--- src/rtl/bldc_pkg.sv ---
// Shared types and hall decoding for the six-step BLDC commutator.
// BRAKE is only reachable in builds that define BLDC_BRAKE_EN.
package bldc_pkg;

    typedef enum logic [2:0] {
        IDLE,
        DEADTIME,
        DRIVE,
        FAULT,
        BRAKE
    } state_t;

    typedef logic [2:0] step_t;

    localparam step_t STEP_NONE = 3'd7;

    // One-hot phase vectors, bit 0 = A, bit 1 = B, bit 2 = C
    typedef struct packed {
        logic [2:0] hi;
        logic [2:0] lo;
    } phase_pair_t;

    function automatic step_t hall_to_step(input logic [2:0] code);
        step_t s;
        case (code)
            3'b001:  s = 3'd0;
            3'b011:  s = 3'd1;
            3'b010:  s = 3'd2;
            3'b110:  s = 3'd3;
            3'b100:  s = 3'd4;
            3'b101:  s = 3'd5;
            default: s = STEP_NONE;
        endcase
        return s;
    endfunction

    function automatic phase_pair_t hall_to_phases(input logic [2:0] code,
                                                   input logic dir);
        phase_pair_t p;
        case (code)
            3'b001:  p = '{hi: 3'b001, lo: 3'b010};
            3'b011:  p = '{hi: 3'b001, lo: 3'b100};
            3'b010:  p = '{hi: 3'b010, lo: 3'b100};
            3'b110:  p = '{hi: 3'b010, lo: 3'b001};
            3'b100:  p = '{hi: 3'b100, lo: 3'b001};
            3'b101:  p = '{hi: 3'b100, lo: 3'b010};
            default: p = '{hi: 3'b000, lo: 3'b000};
        endcase
        if (dir) begin
            p = '{hi: p.lo, lo: p.hi};
        end
        return p;
    endfunction

endpackage

--- src/rtl/hall_filter.sv ---
// Two-flop hall synchronizer followed by a stability filter that accepts
// a code only after SAMPLES identical consecutive synchronized samples.
module hall_filter #(
    parameter int SAMPLES = 4
) (
    input  logic       clk,
    input  logic       reset,
    input  logic [2:0] hall,
    output logic [2:0] code,
    output logic       valid
);

    localparam int CW = $clog2(SAMPLES + 1);

    logic [2:0]    sync1;
    logic [2:0]    sync2;
    logic [2:0]    cand;
    logic [CW-1:0] run;
    logic [CW-1:0] run_next;

    // Length of the current run of identical samples, saturating at SAMPLES
    always_comb begin
        run_next = CW'(1);
        if (sync2 == cand) begin
            run_next = (run == CW'(SAMPLES)) ? run : run + 1'b1;
        end
    end

    always_ff @(posedge clk) begin
        if (reset) begin
            sync1 <= '0;
            sync2 <= '0;
            cand  <= '0;
            run   <= '0;
            code  <= '0;
            valid <= 1'b0;
        end else begin
            sync1 <= hall;
            sync2 <= sync1;
            cand  <= sync2;
            run   <= run_next;
            if (run_next >= CW'(SAMPLES)) begin
                code  <= sync2;
                valid <= 1'b1;
            end
        end
    end

endmodule

--- src/rtl/bldc_commutator.sv ---
// Six-step trapezoidal BLDC commutator with dead time and latched fault.
// Define BLDC_BRAKE_EN to add the brake input and the low-side BRAKE state.
module bldc_commutator #(
    parameter int PWM_BITS        = 10,
    parameter int DEADTIME_CYCLES = 16,
    parameter int HALL_FILTER     = 4
) (
    input  logic                clk,
    input  logic                reset,
    input  logic                enable,
    input  logic                direction,
    input  logic [PWM_BITS-1:0] duty,
    input  logic [2:0]          hall,
    input  logic                fault_n,
    input  logic                fault_clear,
`ifdef BLDC_BRAKE_EN
    input  logic                brake,
`endif
    output logic                inha,
    output logic                inla,
    output logic                inhb,
    output logic                inlb,
    output logic                inhc,
    output logic                inlc,
    output logic                fault_latched,
    output logic                hall_error,
    output logic [2:0]          step,
    output logic                period_start
);

    import bldc_pkg::*;

    localparam int          DW      = $clog2(DEADTIME_CYCLES + 1);
    localparam logic [DW-1:0] DT_LOAD = DW'(DEADTIME_CYCLES - 1);

    state_t              state;
    state_t              state_next;
    logic [DW-1:0]       dcnt;
    logic [DW-1:0]       dcnt_next;
    step_t               ref_step;
    logic                ref_dir;
    logic                fault_s1;
    logic                fault_s;
    logic [PWM_BITS-1:0] carrier;
    logic [PWM_BITS-1:0] carrier_next;
    logic [PWM_BITS-1:0] duty_l;
    logic [PWM_BITS-1:0] duty_next;
    logic                pwm_next;
    logic [2:0]          hall_code;
    logic                hall_seen;
    logic                hall_bad;
    logic                hall_ok;
    step_t               hall_step;
    phase_pair_t         pair;
    logic [2:0]          gate_hi;
    logic [2:0]          gate_lo;
    logic [2:0]          hi_next;
    logic [2:0]          lo_next;
    step_t               step_next;

    hall_filter #(
        .SAMPLES(HALL_FILTER)
    ) u_hall_filter (
        .clk   (clk),
        .reset (reset),
        .hall  (hall),
        .code  (hall_code),
        .valid (hall_seen)
    );

    assign hall_bad   = (hall_code == 3'b000) || (hall_code == 3'b111);
    assign hall_ok    = hall_seen && !hall_bad;
    assign hall_error = hall_seen && hall_bad;
    assign hall_step  = hall_to_step(hall_code);
    assign pair       = hall_to_phases(hall_code, direction);

    // Gates are registered from next-cycle values, so duty is taken at the wrap
    assign carrier_next = carrier + 1'b1;
    assign duty_next    = (carrier_next == '0) ? duty : duty_l;
    assign pwm_next     = carrier_next < duty_next;

    always_comb begin
        state_next = state;
        dcnt_next  = dcnt;
        if (!fault_s) begin
            state_next = FAULT;
        end else begin
            unique case (state)
                IDLE: begin
`ifdef BLDC_BRAKE_EN
                    if (brake) begin
                        state_next = DEADTIME;
                        dcnt_next  = DT_LOAD;
                    end else
`endif
                    if (enable && hall_ok) begin
                        state_next = DEADTIME;
                        dcnt_next  = DT_LOAD;
                    end
                end
                DEADTIME: begin
`ifdef BLDC_BRAKE_EN
                    if (brake) begin
                        if (dcnt == '0) state_next = BRAKE;
                        else            dcnt_next  = dcnt - 1'b1;
                    end else
`endif
                    if (!enable || !hall_ok) begin
                        state_next = IDLE;
                    end else if (hall_step != ref_step) begin
                        dcnt_next = DT_LOAD;
                    end else if (dcnt == '0) begin
                        state_next = DRIVE;
                    end else begin
                        dcnt_next = dcnt - 1'b1;
                    end
                end
                DRIVE: begin
`ifdef BLDC_BRAKE_EN
                    if (brake) begin
                        state_next = DEADTIME;
                        dcnt_next  = DT_LOAD;
                    end else
`endif
                    if (!enable || !hall_ok) begin
                        state_next = IDLE;
                    end else if (hall_step != ref_step ||
                                 direction != ref_dir) begin
                        state_next = DEADTIME;
                        dcnt_next  = DT_LOAD;
                    end
                end
                FAULT: begin
                    if (fault_clear) state_next = IDLE;
                end
`ifdef BLDC_BRAKE_EN
                BRAKE: begin
                    if (!brake) begin
                        state_next = DEADTIME;
                        dcnt_next  = DT_LOAD;
                    end
                end
`endif
                default: state_next = IDLE;
            endcase
        end
    end

    always_comb begin
        hi_next   = 3'b000;
        lo_next   = 3'b000;
        step_next = STEP_NONE;
        if (state_next == DRIVE) begin
            hi_next   = pair.hi & {3{pwm_next}};
            lo_next   = pair.lo;
            step_next = hall_step;
        end
`ifdef BLDC_BRAKE_EN
        if (state_next == BRAKE) lo_next = 3'b111;
`endif
    end

    always_ff @(posedge clk) begin
        if (reset) begin
            state         <= IDLE;
            dcnt          <= '0;
            ref_step      <= STEP_NONE;
            ref_dir       <= 1'b0;
            fault_s1      <= 1'b1;
            fault_s       <= 1'b1;
            carrier       <= '0;
            duty_l        <= '0;
            period_start  <= 1'b0;
            gate_hi       <= 3'b000;
            gate_lo       <= 3'b000;
            step          <= STEP_NONE;
            fault_latched <= 1'b0;
        end else begin
            state         <= state_next;
            dcnt          <= dcnt_next;
            ref_step      <= hall_step;
            ref_dir       <= direction;
            fault_s1      <= fault_n;
            fault_s       <= fault_s1;
            carrier       <= carrier_next;
            duty_l        <= duty_next;
            period_start  <= (carrier_next == '0);
            gate_hi       <= hi_next;
            gate_lo       <= lo_next;
            step          <= step_next;
            fault_latched <= (state_next == FAULT);
        end
    end

    assign inha = gate_hi[0];
    assign inhb = gate_hi[1];
    assign inhc = gate_hi[2];
    assign inla = gate_lo[0];
    assign inlb = gate_lo[1];
    assign inlc = gate_lo[2];

endmodule
--- config.mk ---
export PLATFORM = sky130hd
export DESIGN_NAME = bldc_commutator
export DESIGN_NICKNAME = d
export VERILOG_FILES = /design/src/rtl/bldc_pkg.sv /design/src/rtl/hall_filter.sv /design/src/rtl/bldc_commutator.sv
export SDC_FILE = /design/constraint.sdc
export NUM_CORES = 1
export LEC_CHECK = 0
export ABC_CLOCK_PERIOD_IN_PS = 4330
export CAP_MARGIN = 20
export CORE_ASPECT_RATIO = 0.5
export CORE_MARGIN = 2
export CORE_UTILIZATION = 56
export CTS_CLUSTER_DIAMETER = 30
export DETAILED_ROUTE_END_ITERATION = 10
export MAX_ROUTING_LAYER = met4
export PLACE_DENSITY = 0.86
export SLEW_MARGIN = 20
export SYNTH_ARGS = -nofsm -noshare
export SYNTH_HDL_FRONTEND = slang
export SYNTH_SLANG_ARGS = --single-unit
--- constraint.sdc ---
create_clock -name clk -period 4.33 [get_ports clk]
set_clock_uncertainty 0.1 [all_clocks]
set_input_delay 1.0825 -clock clk [delete_from_list [all_inputs] [get_ports clk]]
set_output_delay 1.0825 -clock clk [all_outputs]
set_load 0.01 [all_outputs]
# == Word level (Yosys, flattened, before mapping) ==
# Cells that the tools add are included.
# op_classes
add_sub_neg,3
order_cmp,2
n_eq_ne,21
mux,22
n_bitwise,2
n_reduce_logical,16
# op_table
op,n
$pmux 6 s6,1
$mux 3,10
$mux 5,6
$eq 3x2->1 const B,6
$pmux 3 s6,1
$eq 3x3->1 const B,5
$pmux 5 s3,1
$pmux 3 s4,1
$add 10x1->10 const B,1
$logic_not 10->1,1
$lt 10x10->1,1
$mux 10,1
$ne 2x2->1 const B,4
$reduce_and 7->1,1
$eq 3x1->1 const B,2
$logic_not 3->1,2
$mux 6,1
$logic_not 5->1,1
$sub 5x1->5 const B,1
$add 3x1->3 const B,1
$and 3x3->3,1
$eq 3x3->1,1
$ge 3x3->1 const B,1
$logic_and 1x1->1,3
other kinds (8),12
# totals
ff_bits,61
in_bits,19

# == Logic depth before layout (Yosys ltp) ==
# Gate-level depths: netlist of run 1.
# depth
ltp_word,12
mapped_depth,14
depth_no_buf,13

# == By module ==
# From an unflattened synthesis of run 1, not the netlist that was laid out.
# unflattened
hier_cells,309
hier_area_um2,2897.8
# by_module_without_submodules
module,instances,cells_per_inst,area_each_um2,seq_area_each_um2
bldc_commutator,1,259,2329.7,900.9
hall_filter,1,50,568.0,320.3

# == Least setup slack after synthesis of run 1 ==
# No wires, ideal clock.
# synth_path
path_kind,flip-flop to flip-flop
start,reg carrier[0]
end,reg gate_hi[0]
setup_ns,0.129
arrival_ns,3.041
setup_slack_ns,1.059
stages_incl_launch_ff,12
path_buffers,1
synth_period_minus_slack_ns,3.271
path_cell_list,dfxtp_1 > nand3_1 > or4_4 > a221oi_2 > o21ai_2 > buf_6 > mux2i_1 > ha_1 > nand4_1 > or4_1 > a311oi_2 > nor3_1
# synth_between
elab_chain_cells,5
# synth_lines
item,line,rtl
start: declaration,bldc_commutator.sv:44,logic [PWM_BITS-1:0] carrier;
start signal: assignment,bldc_commutator.sv:185,carrier <= carrier_next;
$add 10x1->10 *,bldc_commutator.sv:78,assign carrier_next = carrier + 1'b1;
$logic_not 10->1,bldc_commutator.sv:79,assign duty_next = (carrier_next == '0) ? duty : duty_l;
$mux 10,bldc_commutator.sv:79,
$lt 10x10->1 *,bldc_commutator.sv:80,assign pwm_next = carrier_next < duty_next;
$and 3x3->3 *,bldc_commutator.sv:154,hi_next = pair.hi & {3{pwm_next}};
end signal: assignment,bldc_commutator.sv:188,gate_hi <= hi_next;
end: declaration,bldc_commutator.sv:55,logic [2:0] gate_hi;
# Mark *: on every way between the ends. The rest lies on a longest branch, timed or not.
# A chain may end at the register's enable or synchronous reset.

# == Final worst setup path of run 1 ==
# Ends and elaborated chain as after synthesis.

==> results.sh, run 1 <==
export IMPL_status="finished clean"
export IMPL_holdCritPathClass="flip-flop to flip-flop"
export IMPL_num_vias=2341
export IMPL_rsz0062_at_grt="no"
export IMPL_synth_top_family_by_area="simple AND/OR/NAND/NOR gates"
export IMPL_synth_edf_count=0
export IMPL_track_usage=0.225
export IMPL_yosys_area_share_simple=0.267
export IMPL_synth_adder_area_share=0.0570
export IMPL_cts_made_buffers=9
export IMPL_power_w=0.00123
export IMPL_grt_max_degree=38
export IMPL_start_util=0.581
export IMPL_cts_htree_levels=3
export IMPL_cp_max_fo=12
export IMPL_synth_ff_type="dfxtp_1"
export IMPL_cp_arrival_ps=3950
export IMPL_synth_cell_types=51
export IMPL_layout_cells_most_common="dfxtp_1"
export IMPL_synth_fp_nets=345
export IMPL_path_class="flip-flop to flip-flop"
export IMPL_fmax_ghz=0.263
export IMPL_hpwlAfterDp_mm=4.05
export IMPL_die_area_um2=5720
export IMPL_finalMaxSlewViolations=0
export IMPL_clock_latency_ps=340
export IMPL_pin_count=31
export IMPL_ys_async_sr_fraction=0
export IMPL_p_comb_frac=0.067
export IMPL_ys_ff_latch=61
export IMPL_crit_path_end_kind="flip-flop"
export IMPL_period_share=0.878
export IMPL_setup_tns_ps=0
export IMPL_setup_viol=0
export IMPL_final_nets=369
export IMPL_antenna_found_initial=0
export IMPL_max_cap_violations=0
export IMPL_vias_per_cell=5.68
export IMPL_die_h_um=54.5
export IMPL_routed_wl_mm=5.93
export IMPL_cts_sinks=61
export IMPL_clk_pin_slew_ps=70
export IMPL_powerDensity_nw_per_um2=362
export IMPL_synth_compound_area_frac=0.106
export IMPL_grt_pass1_vias=2168
export IMPL_cts_path_max_buffers=2
export IMPL_seqPwrFrac=0.475
export IMPL_nFillCells=378
export IMPL_postCtsSetupBuffers=0
export IMPL_core_um2=4910
export IMPL_die_x_um=105
export IMPL_grt_ovfl_total=0
export IMPL_synth_xor_area_frac=0.0522
export IMPL_syn_cell_area_um2=2850
export IMPL_hold_viol=0
export IMPL_worstSetupStartpointType="flip-flop"
export IMPL_drive_above_1_share=0.0906
export IMPL_placed_area_um2=3170
export IMPL_synth_warnings=0
export IMPL_whs_ps=317
export IMPL_worstPathRequired_ps=4480
export IMPL_maxSlewHeadroom=0.473
export IMPL_diodes=0
export IMPL_synth_cells=313
export IMPL_root_buffer="clkbuf_8"
export IMPL_rows=18
export IMPL_tightest_slew_ps=790
export IMPL_final_cell_mix="dfxtp_1, nor2_1, clkdlybuf4s50_1"
export IMPL_stdcell_area_um2=3390
export IMPL_place_gp_congestion=0.989
export IMPL_internal_power_w=0.000952
export IMPL_power_frac_clock=0.458
export IMPL_leakage_nw=1.35
export IMPL_wl_per_cell_um=14.4
export IMPL_synth_seq_area_share=0.428
export IMPL_syn_to_final_growth_pct=18.9
export IMPL_drt_drc_violations_left=0
export IMPL_grt_pass1_wl_mm=9.54
export IMPL_postRouteAntennaNets=0
export IMPL_cts_tree="yes"
export IMPL_drt_iter0_drc=123
export IMPL_period_needed_ps=3800
export IMPL_power_switching_w=0.000277
export IMPL_power_switching_share=0.225
export IMPL_numPortBuffers=30
export IMPL_drt_pass1_iterations=5
export IMPL_peakVddDrop_v=0.000197
export IMPL_cts_resized=0
export IMPL_hold_buffers=0
export IMPL_synth_mux_area_fraction=0.0482
export IMPL_avgSynthCellArea_um2=9.12
-- sequential cells by signal (all words and copies together) (netlist names), 3 cells and up --
register,flops
gate_lo,3
state,3
u_hall_filter.cand,3
ref_step,3
u_hall_filter.sync2,3
duty_l,10
carrier,10
u_hall_filter.sync1,3
u_hall_filter.run,3
u_hall_filter.code,3
dcnt,5
step,3
gate_hi,3
-- path summary, 6_finish.rpt --
| check | startpoint | slack, ps | endpoint | depth (start not counted) |
|---|---|---|---|---|
| max | carrier[0]$_SDFF_PP0_ | 530 | gate_hi[0]$_SDFF_PP0_ | 13 |
| max reg2reg | carrier[0]$_SDFF_PP0_ | 530 | gate_hi[0]$_SDFF_PP0_ | 13 |
| min | fault_s1$_SDFF_PP1_ | 320 | fault_s$_SDFF_PP1_ | 1 |
| min reg2reg | fault_s1$_SDFF_PP1_ | 320 | fault_s$_SDFF_PP1_ | 1 |
-- layer usage --
layer | part of all wire | global-route usage
met5 | 0 | -
met2 | 0.49 | 0.389
met1 | 0.42 | 0.252
met3 | 0.072 | 0.0619
met4 | 0.016 | 0.107
-- Yosys cell counts, types with 5 or more instances --
master / number / area [um2]
xor2_1: 5 / 43.8
nor2b_1: 15 / 93.8
clkbuf_1: 9 / 33.8
nor3b_1: 7 / 52.6
nand2_1: 17 / 63.8
xnor2_1: 12 / 105
mux2i_1: 11 / 110
nor2_1: 39 / 146
and2_1: 9 / 56.3
nor3_1: 11 / 55.1
ha_1: 13 / 163
a21oi_1: 11 / 55.1
o211ai_1: 5 / 37.5
o21ai_0: 8 / 40.0
inv_1: 9 / 33.8
nand4_1: 11 / 68.8
nand3_1: 7 / 35.0
dfxtp_1: 61 / 1220
-- cell families (layout without fill, tap and decap cells) --
logic type / after synthesis / in the layout
AOI/OAI and AO/OA: 41 / 41
xor gates and xnor gates: 17 / 17
adders and majority gates: 13 / 13
buffers and inverters: 27 / 56
DFF: 61 / 61
muxes: 13 / 13
other: 1 / 1
and+or+nand+nor: 140 / 140
-- final cells by class --
| type | instances | area (um2) | area share |
|---|---|---|---|
| multi-input combinational | 225 | 1520 | 0.447 |
| sequential | 61 | 1220 | 0.360 |
| timing repair buffer | 31 | 308 | 0.0907 |
| clock buffer | 10 | 138 | 0.0406 |
| tap | 70 | 87.6 | 0.0258 |
| clock inverter | 6 | 86.3 | 0.0255 |
| inverter | 9 | 33.8 | 0.00996 |
-- power by group through the flow --
stage / sequential, W / clock (W) / combinational (W)
5_1_grt: 0.000585 / 0.000594 / 0.0000902
3_3_place_gp: 0.000595 / 0 / 0.0000772
4_1_cts: 0.000583 / 0.000566 / 0.0000825
3_5_place_dp: 0.000596 / 0 / 0.0000798
6_report: 0.000583 / 0.000563 / 0.0000826
2_1_floorplan: 0.000592 / 0 / 0.0000528
-- critical path, stage by stage (launching register included) --
cell      delay [ps]
dfxtp_1          360
ha_1             260
and4_1           200
and3_1           170
o211a_1          240
o21ai_2          620
mux2i_2          310
ha_1             270
a21oi_1          150
nor2_1            60
a211oi_1         250
o21ai_0          140
or3_4            350
nor3_1           220
-- through the flow --
| stage | setup slack [ps] | instances | util |
|---|---|---|---|
| floorplan | 1060 | 313 | - |
| global placement | 662 | 396 | 0.645 |
| detailed placement | 604 | 396 | 0.645 |
| CTS | 504 | 412 | 0.691 |
| global route | 288 | 412 | 0.691 |
| finish | 529 | 412 | 0.691 |
Note: power is estimated with default switching activity, not from simulation.
==> inputs of run 2 (changes only) <==
- SLEW_MARGIN: 20 -> unset
==> results of run 2 <==
Final layout, timing and power as in run 1 (identical DEF).
==> inputs of run 3 (changes only) <==
- REMOVE_ABC_BUFFERS: unset -> 1
==> run 3 against run 2 <==
  * Register-to-register slack worse by 30 ps
  * Die area unchanged
  * Maximum frequency down 0.68%
  * Critical path depth down 2
  * Final cell count unchanged
  * Core utilization about the same
  * Sequential share of layout area about the same
  * Hold slack better by 16 ps
  * Routed wire length about the same
  * Critical endpoint is now gate_hi[1]$_SDFF_PP0_
  * Largest cell class unchanged
  * Largest power group unchanged
  * Highest routed layer unchanged
==> results.sh, run 3 (synthesis gave the netlist of run 1 again) <==
export IMPL_power_switching_w=0.000267
export IMPL_hold_viol=0
export IMPL_crit_path_end_kind="flip-flop"
export IMPL_wl_met2_mm=2.90
export IMPL_powerDensity_nw_per_um2=364
export IMPL_path_class="flip-flop to flip-flop"
export IMPL_hpwlAfterDp_mm=3.94
export IMPL_placed_area_um2=3170
export IMPL_postCtsSetupBuffers=0
export IMPL_grt_max_degree=38
export IMPL_power_switching_share=0.216
export IMPL_reg_top3="carrier (10), duty_l (10), dcnt (5)"
export IMPL_final_nets=369
export IMPL_vias_per_cell=5.61
export IMPL_antenna_found_initial=0
export IMPL_die_h_um=54.5
export IMPL_drt_pass1_iterations=5
export IMPL_p_comb_frac=0.066
export IMPL_peakVddDrop_v=0.000263
export IMPL_drt_drc_violations_left=0
export IMPL_cts_sinks=61
export IMPL_die_area_um2=5720
export IMPL_rrSetupSlack_ps=500
export IMPL_routed_wl_mm=5.93
export IMPL_clk_pin_slew_ps=70
export IMPL_crit_chain="ha_1, and4_1, and3_1, o211a_1, o21ai_2, mux2i_1, ha_1, nand4_1, or4_1, a311oi_2, nor3_1"
export IMPL_place_gp_congestion=0.958
export IMPL_wl_met3_um=296
export IMPL_die_x_um=105
export IMPL_grt_ovfl_total=0
export IMPL_cpPeakStageDelay_ps=670
export IMPL_final_cell_mix="dfxtp_1, nor2_1, clkdlybuf4s50_1"
export IMPL_cp_arrival_ps=3940
export IMPL_max_cap_violations=0
export IMPL_core_um2=4910
export IMPL_leakage_nw=1.35
export IMPL_cts_path_max_buffers=2
export IMPL_internal_power_w=0.000968
export IMPL_tightest_slew_ps=857
export IMPL_drive_above_1_share=0.0877
export IMPL_num_vias=2310
export IMPL_status="finished clean"
export IMPL_cts_made_buffers=9
export IMPL_syn_to_final_growth_pct=18.9
export IMPL_topRoutingLayerUsed="met4"
export IMPL_slowest_stage="o21ai_2"
export IMPL_cts_tree="yes"
export IMPL_seqPwrFrac=0.473
export IMPL_clock_latency_ps=340
export IMPL_maxSlewHeadroom=0.429
export IMPL_root_buffer="clkbuf_8"
export IMPL_setup_tns_ps=0
export IMPL_start_util=0.581
export IMPL_hold_buffers=0
export IMPL_cts_htree_levels=3
export IMPL_stdcell_area_um2=3390
export IMPL_crit_top_cell="ha_1"
export IMPL_worstSetupStartpointType="flip-flop"
export IMPL_grt_pass1_wl_mm=9.43
export IMPL_pin_count=31
export IMPL_power_frac_clock=0.462
export IMPL_fmax_ghz=0.261
export IMPL_rsz0062_at_grt="no"
export IMPL_finalMaxSlewViolations=0
export IMPL_period_needed_ps=3830
export IMPL_setup_viol=0
export IMPL_grt_pass1_vias=2161
export IMPL_wl_per_cell_um=14.4
export IMPL_period_share=0.884
export IMPL_cts_resized=0
export IMPL_numPortBuffers=30
export IMPL_rows=18
export IMPL_diodes=0
export IMPL_layout_cells_most_common="dfxtp_1"
export IMPL_worstPathRequired_ps=4440
export IMPL_wl_met1_mm=2.62
export IMPL_drt_iter0_drc=142
export IMPL_cp_max_fo=12
export IMPL_holdCritPathClass="flip-flop to flip-flop"
export IMPL_track_usage=0.225
export IMPL_postRouteAntennaNets=0
run 3: changes by cell type in the layout (fill, tap and decap cells not counted):
| cell | before | now |
|---|---|---|
| clkinv_4 | 1 | 0 |
| clkinvlp_4 | 1 | 0 |
| clkbuf_1 | 0 | 1 |
| clkbuf_8 | 10 | 11 |
run 3: stage by stage:
| stage | power, W | setup slack (ps) | hold WS, ps | std cells | utilization |
|---|---|---|---|---|---|
| final | 0.00123 | 502 | 333 | 412 | 0.691 |
| after global placement | 0.000672 | 707 | 313 | 396 | 0.645 |
| after detailed placement | 0.000675 | 579 | 302 | 396 | 0.645 |
| after floorplan | 0.000638 | 983 | 289 | 295 | - |
| after CTS | 0.00124 | 489 | 337 | 412 | 0.691 |
| after global routing | 0.00127 | 196 | 347 | 412 | 0.691 |
run 3: path summary, 6_finish.rpt:
kind	cells after the start	start	endpoint
worst max-delay path	11	carrier[0]$_SDFF_PP0_	gate_hi[1]$_SDFF_PP0_
worst min register to register	1	fault_s1$_SDFF_PP1_	fault_s$_SDFF_PP1_
worst min-delay path	1	fault_s1$_SDFF_PP1_	fault_s$_SDFF_PP1_
worst max register to register	11	carrier[0]$_SDFF_PP0_	gate_hi[1]$_SDFF_PP0_
run 3: layer usage:
| metal | global-route usage | vias to the layer above |
|---|---|---|
| met5 | - | - |
| met4 | 0.100 | 0 |
| met2 | 0.413 | 69 |
| met1 | 0.235 | 1078 |
| li1 | - | 1151 |
| met3 | 0.0679 | 12 |
run 3: final cells by class:
cell class | count | area (um2)
Sequential cell | 61 | 1220
Tap cell | 70 | 87.6
Clock inverter | 4 | 70.1
Fill cell | 385 | 1520
Multi-Input combinational cell | 225 | 1520
Clock buffer | 12 | 155
Inverter | 9 | 33.8
Timing Repair Buffer | 31 | 308
run 3: worst max-delay path, delay by kind of cell, from the launching register on:
kind                     cells  cell delay, ps
AO/OA/AOI/OAI                3            1240
AND/OR/NAND/NOR              5            1150
adder cells (fa/ha/maj)      2             630
multiplexers                 1             240
flip-flops                   1             350
run 3: power groups by stage:
stage | Sequential, W | Combinational (W) | Clock (W)
floorplan | 0.000593 | 0.0000452 | 0
detailed placement | 0.000596 | 0.0000793 | 0
CTS | 0.000583 | 0.0000811 | 0.000574
global placement | 0.000595 | 0.0000775 | 0
finish | 0.000584 | 0.0000811 | 0.000570
global route | 0.000585 | 0.0000906 | 0.000597
